<file path="config.mk">
export PLATFORM = sky130hd
export DESIGN_NAME = stream_mux_rr
export DESIGN_NICKNAME = d
export VERILOG_FILES = /design/src/rtl/stream_mux_rr.sv
export SDC_FILE = /design/constraint.sdc
export NUM_CORES = 1
export LEC_CHECK = 0
export CAP_MARGIN = 10
export CORE_MARGIN = 5
export CORE_UTILIZATION = 30
export CTS_CLUSTER_DIAMETER = 120
export DETAILED_ROUTE_END_ITERATION = 12
export PLACE_DENSITY = 0.66
export SETUP_SLACK_MARGIN = 0.15
export SLEW_MARGIN = 0
export SYNTH_ARGS = -nofsm -noshare
export SYNTH_HDL_FRONTEND = slang
export SYNTH_SLANG_ARGS = --single-unit
</file>
<file path="constraint.sdc">
create_clock -name sys_clk -period 2.3 [get_ports sys_clk]
set_input_delay 0.46 -clock sys_clk [delete_from_list [all_inputs] [get_ports sys_clk]]
set_output_delay 0.46 -clock sys_clk [all_outputs]
set_load 0.005 [all_outputs]
</file>
<file path="src/rtl/stream_mux_rr.sv">
// stream_mux_rr: N-channel packet stream mux with external-select or round-robin
// arbitration; the granted channel stays locked for a whole packet.
//
// state   | meaning
// ST_IDLE | no packet in flight; mode/sel sampled, arbitration runs
// ST_PKT  | channel 'grant' locked until its last beat transfers
module stream_mux_rr #(
  parameter int N_CH   = 4,
  parameter int DATA_W = 8,
  localparam int SEL_W = $clog2(N_CH)
) (
  input  logic                   sys_clk,
  input  logic                   sys_rst,
  input  logic                   mode,
  input  logic [SEL_W-1:0]       sel,
  input  logic [N_CH*DATA_W-1:0] in_data,
  input  logic [N_CH-1:0]        in_valid,
  input  logic [N_CH-1:0]        in_last,
  output logic [N_CH-1:0]        in_ready,
  output logic [DATA_W-1:0]      out_data,
  output logic                   out_valid,
  output logic                   out_last,
  output logic [SEL_W-1:0]       out_ch,
  input  logic                   out_ready,
  output logic                   busy
);

  localparam logic [0:0] ST_IDLE = 1'b0;
  localparam logic [0:0] ST_PKT  = 1'b1;

  logic [0:0]        state;
  logic [SEL_W-1:0]  grant;
  logic [SEL_W-1:0]  last_grant;
  logic [SEL_W-1:0]  rr_idx;
  logic              rr_found;
  logic              sel_ok;
  logic              grant_ready;
  logic              xfer;
  logic [DATA_W-1:0] grant_data;

  // sel can exceed N_CH-1 when N_CH is not a power of two
  assign sel_ok      = 32'(sel) < 32'(N_CH);
  assign grant_ready = !out_valid || out_ready;
  assign xfer        = (state == ST_PKT) && in_valid[grant] && grant_ready;
  assign busy        = (state == ST_PKT);

  always_comb begin
    in_ready = '0;
    if (state == ST_PKT) in_ready[grant] = grant_ready;
  end

  always_comb begin
    grant_data = '0;
    for (int c = 0; c < N_CH; c++) begin
      if (grant == SEL_W'(c)) grant_data = in_data[c*DATA_W +: DATA_W];
    end
  end

  // Walk offsets from farthest to nearest so the nearest valid channel wins.
  always_comb begin
    rr_found = 1'b0;
    rr_idx   = '0;
    for (int i = N_CH; i >= 1; i--) begin
      if (in_valid[(int'(last_grant) + i) % N_CH]) begin
        rr_found = 1'b1;
        rr_idx   = SEL_W'((int'(last_grant) + i) % N_CH);
      end
    end
  end

  always_ff @(posedge sys_clk) begin
    if (sys_rst) begin
      state      <= ST_IDLE;
      grant      <= '0;
      last_grant <= SEL_W'(N_CH - 1);
      out_data   <= '0;
      out_valid  <= 1'b0;
      out_last   <= 1'b0;
      out_ch     <= '0;
    end else begin
      case (state)
        ST_IDLE: begin
          if (!mode) begin
            if (sel_ok && in_valid[sel]) begin
              grant <= sel;
              state <= ST_PKT;
            end
          end else if (rr_found) begin
            grant <= rr_idx;
            state <= ST_PKT;
          end
        end
        ST_PKT: begin
          if (xfer && in_last[grant]) begin
            state      <= ST_IDLE;
            last_grant <= grant;
          end
        end
        default: state <= ST_IDLE;
      endcase

      if (xfer) begin
        out_data  <= grant_data;
        out_last  <= in_last[grant];
        out_ch    <= grant;
        out_valid <= 1'b1;
      end else if (out_valid && out_ready) begin
        out_valid <= 1'b0;
      end
    end
  end

endmodule

</file>
# Word level (Yosys, flattened, before mapping)

Index checks and enable logic that the tools add are counted.
W data, S select, Z words.

Logic and storage cells: 87
Register bits: 17
Input port bits: 46

Bitwise logic cells: 6
Order comparisons: 7
Add/sub/neg operators: 4
Reduce and logical (&&, ||, !) cells: 16
Multiplexer cells: 43
Equal/unequal tests: 4

Operators with widths:

| kind                  | number |
|---|---|
| $mux W8               | 4 |
| $mux W1               | 22 |
| $lt A3 B4 Y1 const B  | 4 |
| $bmux W1 S2           | 7 |
| $mux W2               | 7 |
| $reduce_or A2 Y1      | 4 |
| $lt A2 B3 Y1 const B  | 2 |
| $logic_and A1 B1 Y1   | 5 |
| $add A2 B1 Y2 const B | 2 |
| $add A2 B2 Y2 const B | 2 |
| $and A1 B1 Y1 const A | 4 |
| $and A4 B4 Y4         | 1 |
| $eq A2 B2 Y1 const B  | 2 |
| $mux W4               | 1 |
| $reduce_bool A2 Y1    | 2 |
| $reduce_and A3 Y1     | 1 |
| $demux W1 S2          | 1 |
| $eq A2 B1 Y1 const B  | 1 |
| $ge A2 B1 Y1 const B  | 1 |
| $logic_not A2 Y1      | 1 |
| $ne A2 B1 Y1 const B  | 1 |
| $pmux W1 S2           | 1 |
| $reduce_and A2 Y1     | 1 |
| $logic_not A1 Y1      | 1 |
| 2 further kinds       | 2 |

# Depth between registers and ports, before layout

Gate-level depths: netlist (run 1).

Depth after elaboration: 13
Mapped depth: 6
Depth with buffers taken out: 4

# Worst setup path after synthesis (run 1)

No wires, ideal clock.

Path type: input to register
Start: in in_valid[3]
End: reg out_ch[0]
Arrival time: 1429 ps
Path slack: 744 ps
Library setup time: 128 ps
Stages on the path: 5
Cell sequence: mux4_2 -> nand3_2 -> buf_12 -> mux2i_1 -> nor2_1

Word-level cells in the longest chain between the ends: 4

Ends and longest elaborated chain:

| element                          | RTL line | source |
|---|---|---|
| start: declaration               | 17       | `input logic [N_CH-1:0] in_valid,` |
| $bmux W1 S2                      | 44       | `assign xfer = (state == ST_PKT) && in_valid[grant] && grant_ready;` |
| $mux W1 (implied by the code)    | 44       |  |
| $logic_and A1 B1 Y1 (2 in a row) | 44       |  |
| end signal: assignment           | 105      | `out_ch <= grant;` |
| end: declaration                 | 23       | `output logic [SEL_W-1:0] out_ch,` |

No other way between the ends. The select of a mux whose other input is x is not followed.
A chain may end at the register's enable or synchronous reset.

# Final worst setup path (run 1)

Start: in out_ready
End: out in_ready[2]

Word-level cells in the longest chain between the ends: 3

Ends and longest elaborated chain:

| element                 | RTL line | source |
|---|---|---|
| start: declaration      | 24       | `input logic out_ready,` |
| $logic_or A1 B1 Y1      | 43       | `assign grant_ready = !out_valid \|\| out_ready;` |
| $and A4 B4 Y4 (no line) | -        |  |
| $mux W4                 | 49       | `if (state == ST_PKT) in_ready[grant] = grant_ready;` |
| end: declaration        | 19       | `output logic [N_CH-1:0] in_ready,` |

No other way between the ends.

==> impl_metrics.prom, run 1 <==
# TYPE chip_impl_metric gauge
chip_impl_info{name="run_status",value="complete, no violations"} 1
chip_impl_metric{name="final.setup.worst_slack",unit="ps"} 250
chip_impl_metric{name="placedInstanceArea",unit="sq mm"} 0.00178
chip_impl_metric{name="drtIter0Drc",unit=""} 32
chip_impl_info{name="rsz0062_at_grt",value="false"} 1
chip_impl_metric{name="syn-cell-area",unit="sq mm"} 0.00111
chip_impl_metric{name="fin_setup_tns",unit="ps"} 0
chip_impl_metric{name="timing_worst_slew_pin_value",unit="ps"} 613
chip_impl_metric{name="grt_antenna_before_repair",unit=""} 0
chip_impl_info{name="dominantRegCellSynth",value="dfxtp_1"} 1
chip_impl_metric{name="antenna_cells",unit=""} 0
chip_impl_metric{name="detail_route.drc_violations",unit=""} 0
chip_impl_metric{name="htreeDepth",unit=""} 1
chip_impl_metric{name="proportion_of_synthesized_flip_flops_having_asynchronous_set_or_reset",unit=""} 0
chip_impl_metric{name="route.detailed.vias_per_inst",unit=""} 4.98
chip_impl_metric{name="buffer_depth_of_the_longest_clock_path",unit=""} 2
chip_impl_metric{name="min_tclk_post_route",unit="ps"} 2050
chip_impl_metric{name="synthesis.instances",unit=""} 106
chip_impl_metric{name="post_drt_wl_per_cell",unit="microns"} 14.3
chip_impl_metric{name="synth_sequential_area_ratio",unit=""} 0.307
chip_impl_metric{name="crit_path_max_incr_delay",unit="ps"} 460
chip_impl_metric{name="timing.final.crit_share",unit=""} 0.891
chip_impl_metric{name="setup-violations-final",unit=""} 0
chip_impl_info{name="critical_path.startpoint_type",value="primary input"} 1
chip_impl_metric{name="syn_nets",unit=""} 152
chip_impl_metric{name="slew_violations",unit=""} 0
chip_impl_metric{name="fin_nets",unit=""} 219
chip_impl_metric{name="max-slew-margin-rel",unit=""} 0.590
chip_impl_info{name="final_cell_mix",value="clkdlybuf4s50_1 (58), nor2_1 (17), dfxtp_1 (17)"} 1
chip_impl_metric{name="crit_path_max_fanout",unit=""} 3
chip_impl_metric{name="drv_cap",unit=""} 0
chip_impl_metric{name="worst_ir_drop_vdd",unit="uV"} 192
chip_impl_metric{name="layout-drive-gt1-share",unit=""} 0.140
chip_impl_metric{name="detailed_place_hpwl",unit="microns"} 2550
chip_impl_metric{name="place_worst_setup_slack",unit="ps"} -58.8
chip_impl_info{name="worstSetupPathType",value="primary input to output port"} 1
chip_impl_metric{name="synth_cell_type_count",unit=""} 33
chip_impl_metric{name="grt_max_degree",unit=""} 18
chip_impl_info{name="critPathCaptureType",value="output port"} 1
chip_impl_metric{name="finClkSkew",unit="ps"} 0.665
chip_impl_metric{name="syn2layout_area_growth",unit="%"} 65.5
chip_impl_metric{name="insertion_delay",unit="ps"} 240
chip_impl_info{name="min-delay-path-class",value="flop to flop"} 1
chip_impl_metric{name="hold_viol_final",unit=""} 0
chip_impl_metric{name="post-route-cell-area",unit="sq mm"} 0.00183
chip_impl_metric{name="rows",unit=""} 22
chip_impl_metric{name="sinks_on_clock_net",unit=""} 17
chip_impl_metric{name="first_global_vias",unit=""} 1090
chip_impl_metric{name="die_width",unit="microns"} 70.8
chip_impl_metric{name="critical_path_arrival",unit="ps"} 1590
chip_impl_metric{name="finish.utilization",unit=""} 0.508
chip_impl_metric{name="wirelength_routed",unit="microns"} 3140
chip_impl_metric{name="ys_warn_count",unit=""} 0
chip_impl_metric{name="static-leakage-power",unit="nW"} 0.758
chip_impl_metric{name="clk_transition_reported_paths",unit="ps"} 60
chip_impl_metric{name="synth-edff-count",unit=""} 0
chip_impl_info{name="ctsRootBufferMaster",value="clkbuf_8"} 1
chip_impl_metric{name="fp.dieH",unit="microns"} 70.8
chip_impl_metric{name="cp_data_required_time",unit="ps"} 1840
chip_impl_info{name="crit_path_top_delay_cell",value="clkdlybuf4s50_1"} 1
chip_impl_metric{name="tritoncts.num_buffers",unit=""} 3
chip_impl_metric{name="power.density_cell_area",unit="mW/mm^2"} 476
chip_impl_metric{name="placement.io_buffers",unit=""} 62
chip_impl_metric{name="fp.coreArea",unit="sq mm"} 0.00361
chip_impl_metric{name="initial_utilization",unit=""} 0.307
chip_impl_metric{name="final.fill_count",unit=""} 332
chip_impl_metric{name="grt_first_pass_wirelength",unit="microns"} 5240
chip_impl_metric{name="grt_util_all_layers",unit=""} 0.127
chip_impl_info{name="tritoncts",value="built"} 1
chip_impl_metric{name="pin_count",unit=""} 63
chip_impl_metric{name="avgSynthCellArea",unit="sq um"} 10.4
chip_impl_metric{name="r2r_setup_slack",unit="ps"} 410
chip_impl_metric{name="max_clock_freq",unit="MHz"} 488
chip_impl_metric{name="routed-via-count",unit=""} 1095
chip_impl_metric{name="die_area",unit="sq mm"} 0.00501
chip_impl_info{name="layout.cells.most_common",value="clkdlybuf4s50_1"} 1
chip_impl_metric{name="postSynthRegisterBits",unit=""} 17
chip_impl_metric{name="finalWeightedCongestion",unit=""} 0.859
chip_impl_metric{name="postRouteAntennaNets",unit=""} 0
chip_impl_info{name="crit_chain",value="clkdlybuf4s50_1 -> nand2b_4 -> and2_4 -> nand2_1 -> nor2_1 -> dlygate4sd2_1"} 1
chip_impl_metric{name="firstDrtPassIters",unit=""} 4
chip_impl_metric{name="grt_overflow_total",unit=""} 0
## where the power goes
group	leakage, nW	switching, mW	total [mW]	internal, mW
clock network	0.0228	0.0885	0.211	0.122
registers	0.139	0.0293	0.349	0.320
logic	0.597	0.106	0.312	0.205
## flip-flops by register name, indices dropped and copies added (netlist names)
signal,flops
out_ch,2
grant,2
busy,1
out_last,1
last_grant,2
out_data,8
out_valid,1
## final timing paths
path,startpoint,cells past startpoint,endpoint
setup / recovery,out_ready,6,in_ready[2]
hold / removal,out_last$_SDFFE_PP0P_,2,out_last$_SDFFE_PP0P_
setup reg to reg,grant[0]$_SDFFE_PP0P_,4,out_data[2]$_SDFFE_PP0P_
hold reg to reg,out_last$_SDFFE_PP0P_,2,out_last$_SDFFE_PP0P_
## metrics by stage
| stage | hold WS, ps | cells | total power, mW |
|---|---|---|---|
| final | 468 | 220 | 0.872 |
| after global routing | 503 | 220 | 0.931 |
| after CTS | 465 | 220 | 0.885 |
| after detailed placement | 455 | 216 | 0.669 |
| after global placement | 443 | 216 | 0.664 |
| after floorplan | 453 | 106 | 0.519 |
## kinds of logic (layout without fill, tap and decap cells)
family                 Yosys count  in the layout  synth area share
flip-flops                      17             17             0.307
AO/OA/AOI/OAI                   20             20             0.124
buffers and inverters           10             76            0.0621
multiplexers                    23             23             0.344
AND/OR/NAND/NOR                 36             36             0.163
## synth_stat cells, types with 3 or more instances
library cell / instances / area share
inv_1: 3 / 0.010
a21oi_1: 7 / 0.032
mux4_2: 8 / 0.16
nand2_1: 6 / 0.020
nand2b_1: 5 / 0.028
mux2i_1: 11 / 0.099
dfxtp_1: 17 / 0.31
mux4_1: 3 / 0.071
nor2_1: 17 / 0.058
## per-layer routing
| metal | track usage | share of wire | vias up |
|---|---|---|---|
| li1 | - | - | 533 |
| met1 | 0.154 | 0.42 | 513 |
| met2 | 0.215 | 0.48 | 47 |
| met3 | 0.0497 | 0.098 | 2 |
| met4 | 0.0251 | 0.0041 | 0 |
| met5 | 0 | 0 | - |
## area by class of cell
| type | count | area, sq um | area share |
|---|---|---|---|
| inverters | 3 | 11.3 | 0.00614 |
| well taps | 48 | 60.1 | 0.0328 |
| flip-flops and latches | 17 | 340 | 0.186 |
| repair buffers | 69 | 668 | 0.365 |
| multi-input cells | 79 | 708 | 0.386 |
| clock buffers | 4 | 45.0 | 0.0246 |
## timing repair
item                       4_1_cts  5_1_grt
setup endpoints to repair        4        0
buffers inserted                 0        0
gates resized for setup          6        0
hold buffers                     0        0
## worst max-delay path: cells and delay by family
kind / cells / cell delay (ps)
AND/OR/NAND/NOR: 4 / 410
buffers and inverters: 2 / 710
(Power assumes the default switching activity.)
==> run 2: changes to the inputs <==
Settings changed: CTS_CLUSTER_SIZE set to 16, RECOVER_POWER set to 50.
Clock period 2.3 ns to 1.95 ns, I/O delays scaled along.
==> run 2 against run 1 <==
Effect of this change:
- power rose by 22%
- clock power rose by 26%
- register-to-register slack got worse by 150 ps
- die area did not move
- combinational power rose by 26%
- non-clock buffer count rose by 8
- sequential share of layout area fell by 0.49 points
- flip-flop and latch count did not move
- critical path type is now primary input to flop
- largest power group unchanged
==> impl_metrics.prom, run 2 (synthesized netlist as in run 1, its figures left out) <==
# TYPE chip_impl_metric gauge
chip_impl_metric{name="wirelength_routed",unit="microns"} 3440
chip_impl_metric{name="setup-violations-final",unit=""} 0
chip_impl_metric{name="die_width",unit="microns"} 70.8
chip_impl_metric{name="firstDrtPassIters",unit=""} 4
chip_impl_metric{name="route.detailed.vias_per_inst",unit=""} 4.97
chip_impl_metric{name="max_clock_freq",unit="MHz"} 568
chip_impl_metric{name="hold_viol_final",unit=""} 0
chip_impl_metric{name="grt_antenna_before_repair",unit=""} 0
chip_impl_metric{name="largest_register_ffs",unit=""} 8
chip_impl_metric{name="hold_path_depth",unit=""} 2
chip_impl_metric{name="timing_worst_slew_pin_value",unit="ps"} 432
chip_impl_metric{name="final-instance-count-excl-fill",unit=""} 228
chip_impl_metric{name="sinks_on_clock_net",unit=""} 17
chip_impl_metric{name="finClkSkew",unit="ps"} 6.72
chip_impl_metric{name="detailed_place_hpwl",unit="microns"} 2750
chip_impl_metric{name="first_global_vias",unit=""} 1166
chip_impl_metric{name="cts-hold-fix-buffers",unit=""} 0
chip_impl_info{name="ctsRootBufferMaster",value="clkbuf_8"} 1
chip_impl_info{name="run_status",value="complete, no violations"} 1
chip_impl_metric{name="max-slew-margin-rel",unit=""} 0.712
chip_impl_info{name="min-delay-path-class",value="flop to flop"} 1
chip_impl_info{name="worstSetupPathType",value="primary input to flop"} 1
chip_impl_metric{name="slew_violations",unit=""} 0
chip_impl_metric{name="initial_utilization",unit=""} 0.307
chip_impl_metric{name="tritoncts.num_buffers",unit=""} 3
chip_impl_metric{name="crit_path_max_fanout",unit=""} 11
chip_impl_metric{name="grt_first_pass_wirelength",unit="microns"} 5470
chip_impl_metric{name="htreeDepth",unit=""} 1
chip_impl_metric{name="power.density_cell_area",unit="mW/mm^2"} 565
chip_impl_metric{name="die_area",unit="sq mm"} 0.00501
chip_impl_metric{name="worst_ir_drop_vdd",unit="uV"} 233
chip_impl_metric{name="insertion_delay",unit="ps"} 250
chip_impl_metric{name="finalWeightedCongestion",unit=""} 0.868
chip_impl_metric{name="rows",unit=""} 22
chip_impl_metric{name="cp_data_required_time",unit="ps"} 2080
chip_impl_metric{name="layout-drive-gt1-share",unit=""} 0.200
chip_impl_metric{name="rr_worst_depth",unit=""} 5
chip_impl_metric{name="post-layout-total-power",unit="mW"} 1.07
chip_impl_metric{name="drtIter0Drc",unit=""} 56
chip_impl_info{name="rsz0062_at_grt",value="true"} 1
chip_impl_metric{name="grt_overflow_total",unit=""} 0
chip_impl_metric{name="clk_transition_reported_paths",unit="ps"} 70
chip_impl_metric{name="routed-via-count",unit=""} 1133
chip_impl_metric{name="multi_input_comb_area",unit="sq um"} 704
chip_impl_metric{name="placement.io_buffers",unit=""} 62
chip_impl_metric{name="final.fill_count",unit=""} 316
chip_impl_metric{name="postCtsSetupBuffers",unit=""} 0
chip_impl_info{name="critical_path.startpoint_type",value="primary input"} 1
chip_impl_metric{name="syn2layout_area_growth",unit="%"} 70.6
chip_impl_metric{name="grt_util_all_layers",unit=""} 0.135
chip_impl_metric{name="worst_hold_slack",unit="ps"} 457
chip_impl_metric{name="seqCellArea",unit="sq um"} 342
chip_impl_metric{name="detail_route.drc_violations",unit=""} 0
chip_impl_metric{name="fp.coreArea",unit="sq mm"} 0.00361
chip_impl_metric{name="finish.utilization",unit=""} 0.524
chip_impl_info{name="max_flop_register",value="out_data"} 1
chip_impl_metric{name="drv_cap",unit=""} 0
chip_impl_metric{name="min_tclk_post_route",unit="ps"} 1760
chip_impl_metric{name="fp.dieH",unit="microns"} 70.8
chip_impl_metric{name="post_drt_wl_per_cell",unit="microns"} 15.1
chip_impl_metric{name="static-leakage-power",unit="nW"} 0.828
chip_impl_metric{name="buffer_depth_of_the_longest_clock_path",unit=""} 2
chip_impl_info{name="tritoncts",value="built"} 1
chip_impl_metric{name="fin_nets",unit=""} 227
chip_impl_metric{name="antenna_cells",unit=""} 0
chip_impl_info{name="critPathCaptureType",value="flop"} 1
chip_impl_metric{name="post-route-cell-area",unit="sq mm"} 0.00189
chip_impl_metric{name="timing.final.crit_share",unit=""} 0.902
chip_impl_metric{name="grt_max_degree",unit=""} 12
chip_impl_metric{name="placedInstanceArea",unit="sq mm"} 0.00186
chip_impl_metric{name="critical_path_arrival",unit="ps"} 1890
chip_impl_info{name="layout.cells.most_common",value="clkdlybuf4s50_1"} 1
chip_impl_metric{name="total_placed_cells_including_tap_cells",unit=""} 224
chip_impl_metric{name="pin_count",unit=""} 63
chip_impl_metric{name="postRouteAntennaNets",unit=""} 0
chip_impl_info{name="final_cell_mix",value="clkdlybuf4s50_1 (45), nor2_1 (17), dfxtp_1 (16)"} 1
## run 2: cell types whose count changed in the layout (fill, tap and decap cells not counted), moves of 2 or more
cell,previous run,this run
buf_4,7,14
dlygate4sd2_1,4,0
clkdlybuf4s50_1,58,45
buf_2,0,2
dlygate4sd3_1,0,12
## run 2: layout make-up
cell class	count	area share
timing repair buffer	77	0.384
sequential	17	0.181
multi-input combinational	79	0.373
clock inverter	1	0.00265
clock buffer	3	0.0219
inverter	3	0.00596
tap	48	0.0318
## run 2: path summary, 6_finish.rpt
kind	from	end	slack, ps
worst max-delay path	in_valid[2]	out_data[4]$_SDFFE_PP0P_	190
worst min-delay path	out_last$_SDFFE_PP0P_	out_last$_SDFFE_PP0P_	460
worst max register to register	grant[1]$_SDFFE_PP0P_	out_data[4]$_SDFFE_PP0P_	260
worst min register to register	out_last$_SDFFE_PP0P_	out_last$_SDFFE_PP0P_	460
## run 2: per-stage QoR
step	worst slack [ps]	TNS [ps]
after global placement	-250	-985
after CTS	143	0
after detailed placement	-263	-1330
final	190	0
after floorplan	403	0
after global routing	105	0
## run 2: worst max-delay path, cell delays in order
cell             delay, ps
clkdlybuf4s50_1        430
mux4_2                 510
nand3_1                150
buf_12                 160
mux2i_1                190
nor2_1                  50
## run 2: report_power, final
group / internal, mW / switching, mW
clock network: 0.142 / 0.124
logic: 0.257 / 0.137
registers: 0.378 / 0.0305
## run 2: repair_timing
item,CTS,global route
endpoints found under the setup margin,4,14
pin swaps,3,2
gates resized for setup,19,3
hold endpoints to repair,0,0
## run 2: layer usage
metal	wire [microns]	GRT usage	vias to the layer above
met5	0	0	-
met4	39	0.0438	0
met3	284	0.0497	4
met2	1640	0.231	52
met1	1480	0.157	528
li1	-	-	549
==> run 3: changes to the inputs <==
Settings changed: CORE_MARGIN 5 to unset, DONT_BUFFER_PORTS set to 1, PLACE_DENSITY 0.66 to unset.
==> run 3 against run 2 <==
Effect of this change:
- non-clock buffer count fell by 75
- largest cell class is now multi-input gates
- clock skew down 3.7 ps
- critical path depth fell by 2
- worst hold slack worse by 250 ps
- power shrank 18%
- fmax increased by 7.2%
- sequential share of layout area up 11 points
- worst setup slack improved by 120 ps
- die area down 21%
- combinational power is 48% lower
- design area decreased by 39%
==> impl_metrics.prom, run 3 (synthesized netlist as in run 1, its figures left out) <==
# TYPE chip_impl_metric gauge
chip_impl_info{name="run_status",value="complete, no violations"} 1
chip_impl_metric{name="final-instance-count-excl-fill",unit=""} 151
chip_impl_metric{name="fin_nets",unit=""} 152
chip_impl_info{name="highest_layer",value="met4"} 1
chip_impl_metric{name="clk_transition_reported_paths",unit="ps"} 60
chip_impl_metric{name="die_width",unit="microns"} 62.8
chip_impl_metric{name="rows",unit=""} 21
chip_impl_metric{name="htreeDepth",unit=""} 1
chip_impl_metric{name="crit_path_max_incr_delay",unit="ps"} 560
chip_impl_metric{name="max_clock_freq",unit="MHz"} 609
chip_impl_metric{name="fp.coreArea",unit="sq mm"} 0.00344
chip_impl_metric{name="drtIter0Drc",unit=""} 39
chip_impl_metric{name="crit_path_max_fanout",unit=""} 11
chip_impl_info{name="critPathCaptureType",value="flop"} 1
chip_impl_info{name="rsz0062_at_grt",value="false"} 1
chip_impl_metric{name="syn2layout_area_growth",unit="%"} 4.86
chip_impl_info{name="critical_path.startpoint_type",value="flop"} 1
chip_impl_metric{name="cp_data_required_time",unit="ps"} 2090
chip_impl_metric{name="finalWeightedCongestion",unit=""} 0.847
chip_impl_metric{name="insertion_delay",unit="ps"} 250
chip_impl_metric{name="route.detailed.vias_per_inst",unit=""} 5.56
chip_impl_info{name="crit_path_top_delay_cell",value="mux4_2"} 1
chip_impl_metric{name="postRouteAntennaNets",unit=""} 0
chip_impl_metric{name="cts-hold-fix-buffers",unit=""} 0
chip_impl_metric{name="worst_ir_drop_vdd",unit="uV"} 198
chip_impl_metric{name="cts_resized",unit=""} 0
chip_impl_metric{name="fin_setup_tns",unit="ps"} 0
chip_impl_metric{name="pin_count",unit=""} 63
chip_impl_metric{name="hold_viol_final",unit=""} 0
chip_impl_metric{name="met2RoutedLength",unit="microns"} 1230
chip_impl_metric{name="postCtsSetupBuffers",unit=""} 0
chip_impl_info{name="crit_chain",value="mux4_2 -> nand3_2 -> mux2i_1 -> nor2_1"} 1
chip_impl_info{name="final_cell_mix",value="nor2_1 (17), dfxtp_1 (17), mux2i_1 (11)"} 1
chip_impl_metric{name="finClkSkew",unit="ps"} 3.00
chip_impl_metric{name="min_tclk_post_route",unit="ps"} 1640
chip_impl_metric{name="total_placed_cells_including_tap_cells",unit=""} 147
chip_impl_metric{name="timing_worst_slew_pin_value",unit="ps"} 373
chip_impl_info{name="min-delay-path-class",value="primary input to flop"} 1
chip_impl_metric{name="grt_max_degree",unit=""} 18
chip_impl_info{name="ctsRootBufferMaster",value="clkbuf_8"} 1
chip_impl_metric{name="firstDrtPassIters",unit=""} 5
chip_impl_metric{name="max-slew-margin-rel",unit=""} 0.751
chip_impl_metric{name="largest_register_ffs",unit=""} 8
chip_impl_info{name="tritoncts",value="built"} 1
chip_impl_metric{name="tritoncts.num_buffers",unit=""} 3
chip_impl_metric{name="critical_path_arrival",unit="ps"} 1780
chip_impl_metric{name="detailed_place_hpwl",unit="microns"} 1960
chip_impl_metric{name="detail_route.drc_violations",unit=""} 0
chip_impl_metric{name="wirelength_routed",unit="microns"} 2520
chip_impl_metric{name="buffer_depth_of_the_longest_clock_path",unit=""} 2
chip_impl_metric{name="timing.final.crit_share",unit=""} 0.842
chip_impl_metric{name="critical_path.n_buffers_inverters",unit=""} 0
chip_impl_metric{name="grt_util_all_layers",unit=""} 0.132
chip_impl_metric{name="first_global_vias",unit=""} 836
chip_impl_metric{name="die_area",unit="sq mm"} 0.00394
chip_impl_metric{name="sinks_on_clock_net",unit=""} 17
chip_impl_metric{name="layout-drive-gt1-share",unit=""} 0.152
chip_impl_metric{name="slew_violations",unit=""} 0
chip_impl_info{name="dominant_delay_contributor_by_cell_family_on_the_critical_path",value="multiplexers"} 1
chip_impl_metric{name="setup-violations-final",unit=""} 0
chip_impl_info{name="max_flop_register",value="out_data"} 1
chip_impl_metric{name="grt_first_pass_wirelength",unit="microns"} 4100
chip_impl_info{name="worstSetupPathType",value="flop to flop"} 1
chip_impl_metric{name="post_drt_wl_per_cell",unit="microns"} 16.7
chip_impl_metric{name="placement.io_buffers",unit=""} 0
chip_impl_metric{name="detailroute.wirelength.met3",unit="microns"} 296
chip_impl_metric{name="antenna_cells",unit=""} 0
chip_impl_metric{name="routed-via-count",unit=""} 839
chip_impl_metric{name="initial_utilization",unit=""} 0.322
chip_impl_metric{name="wl_met1",unit="microns"} 981
chip_impl_metric{name="static-leakage-power",unit="nW"} 0.471
chip_impl_metric{name="fp.dieH",unit="microns"} 62.8
chip_impl_metric{name="grt_antenna_before_repair",unit=""} 0
chip_impl_metric{name="drv_cap",unit=""} 0
chip_impl_metric{name="grt_overflow_total",unit=""} 0
chip_impl_metric{name="power.density_cell_area",unit="mW/mm^2"} 752
-- run 3: routing by layer --
layer | vias up | global-route usage
met3 | 2 | 0.0602
met5 | - | 0
met4 | 0 | 0.0349
li1 | 400 | -
met1 | 389 | 0.149
met2 | 48 | 0.223
-- run 3: final timing paths --
| path | from | to | slack (ps) | cells past startpoint |
|---|---|---|---|---|
| hold / removal | sys_rst | grant[1]$_SDFFE_PP0P_ | 210 | 1 |
| hold reg to reg | out_last$_SDFFE_PP0P_ | out_last$_SDFFE_PP0P_ | 480 | 2 |
| setup reg to reg | grant[0]$_SDFFE_PP0P_ | out_data[2]$_SDFFE_PP0P_ | 310 | 4 |
| setup / recovery | grant[0]$_SDFFE_PP0P_ | out_data[2]$_SDFFE_PP0P_ | 310 | 4 |
-- run 3: final cells by class --
cell class	count	area [sq um]
Multi-Input combinational cell	79	692
Sequential cell	17	340
Tap cell	46	57.6
Fill cell	378	2280
Inverter	3	11.3
Clock buffer	4	45.0
Timing Repair Buffer	2	15.0
-- run 3: power breakdown --
group	switching, mW	total, mW	internal, mW
Combinational	0.0884	0.205	0.117
Clock	0.112	0.257	0.145
Sequential	0.0333	0.411	0.378
-- run 3: metrics by stage --
step           power, mW  cell area [sq um]  worst slack (ps)  hold WS (ps)   util
4_1_cts            0.889               1170               285           198  0.339
5_1_grt            0.928               1160               174           192  0.337
3_5_place_dp       0.628               1120               297           464  0.326
2_1_floorplan      0.613               1110               403           453      -
3_3_place_gp       0.621               1120               356           462  0.326
6_report           0.873               1160               309           207  0.337
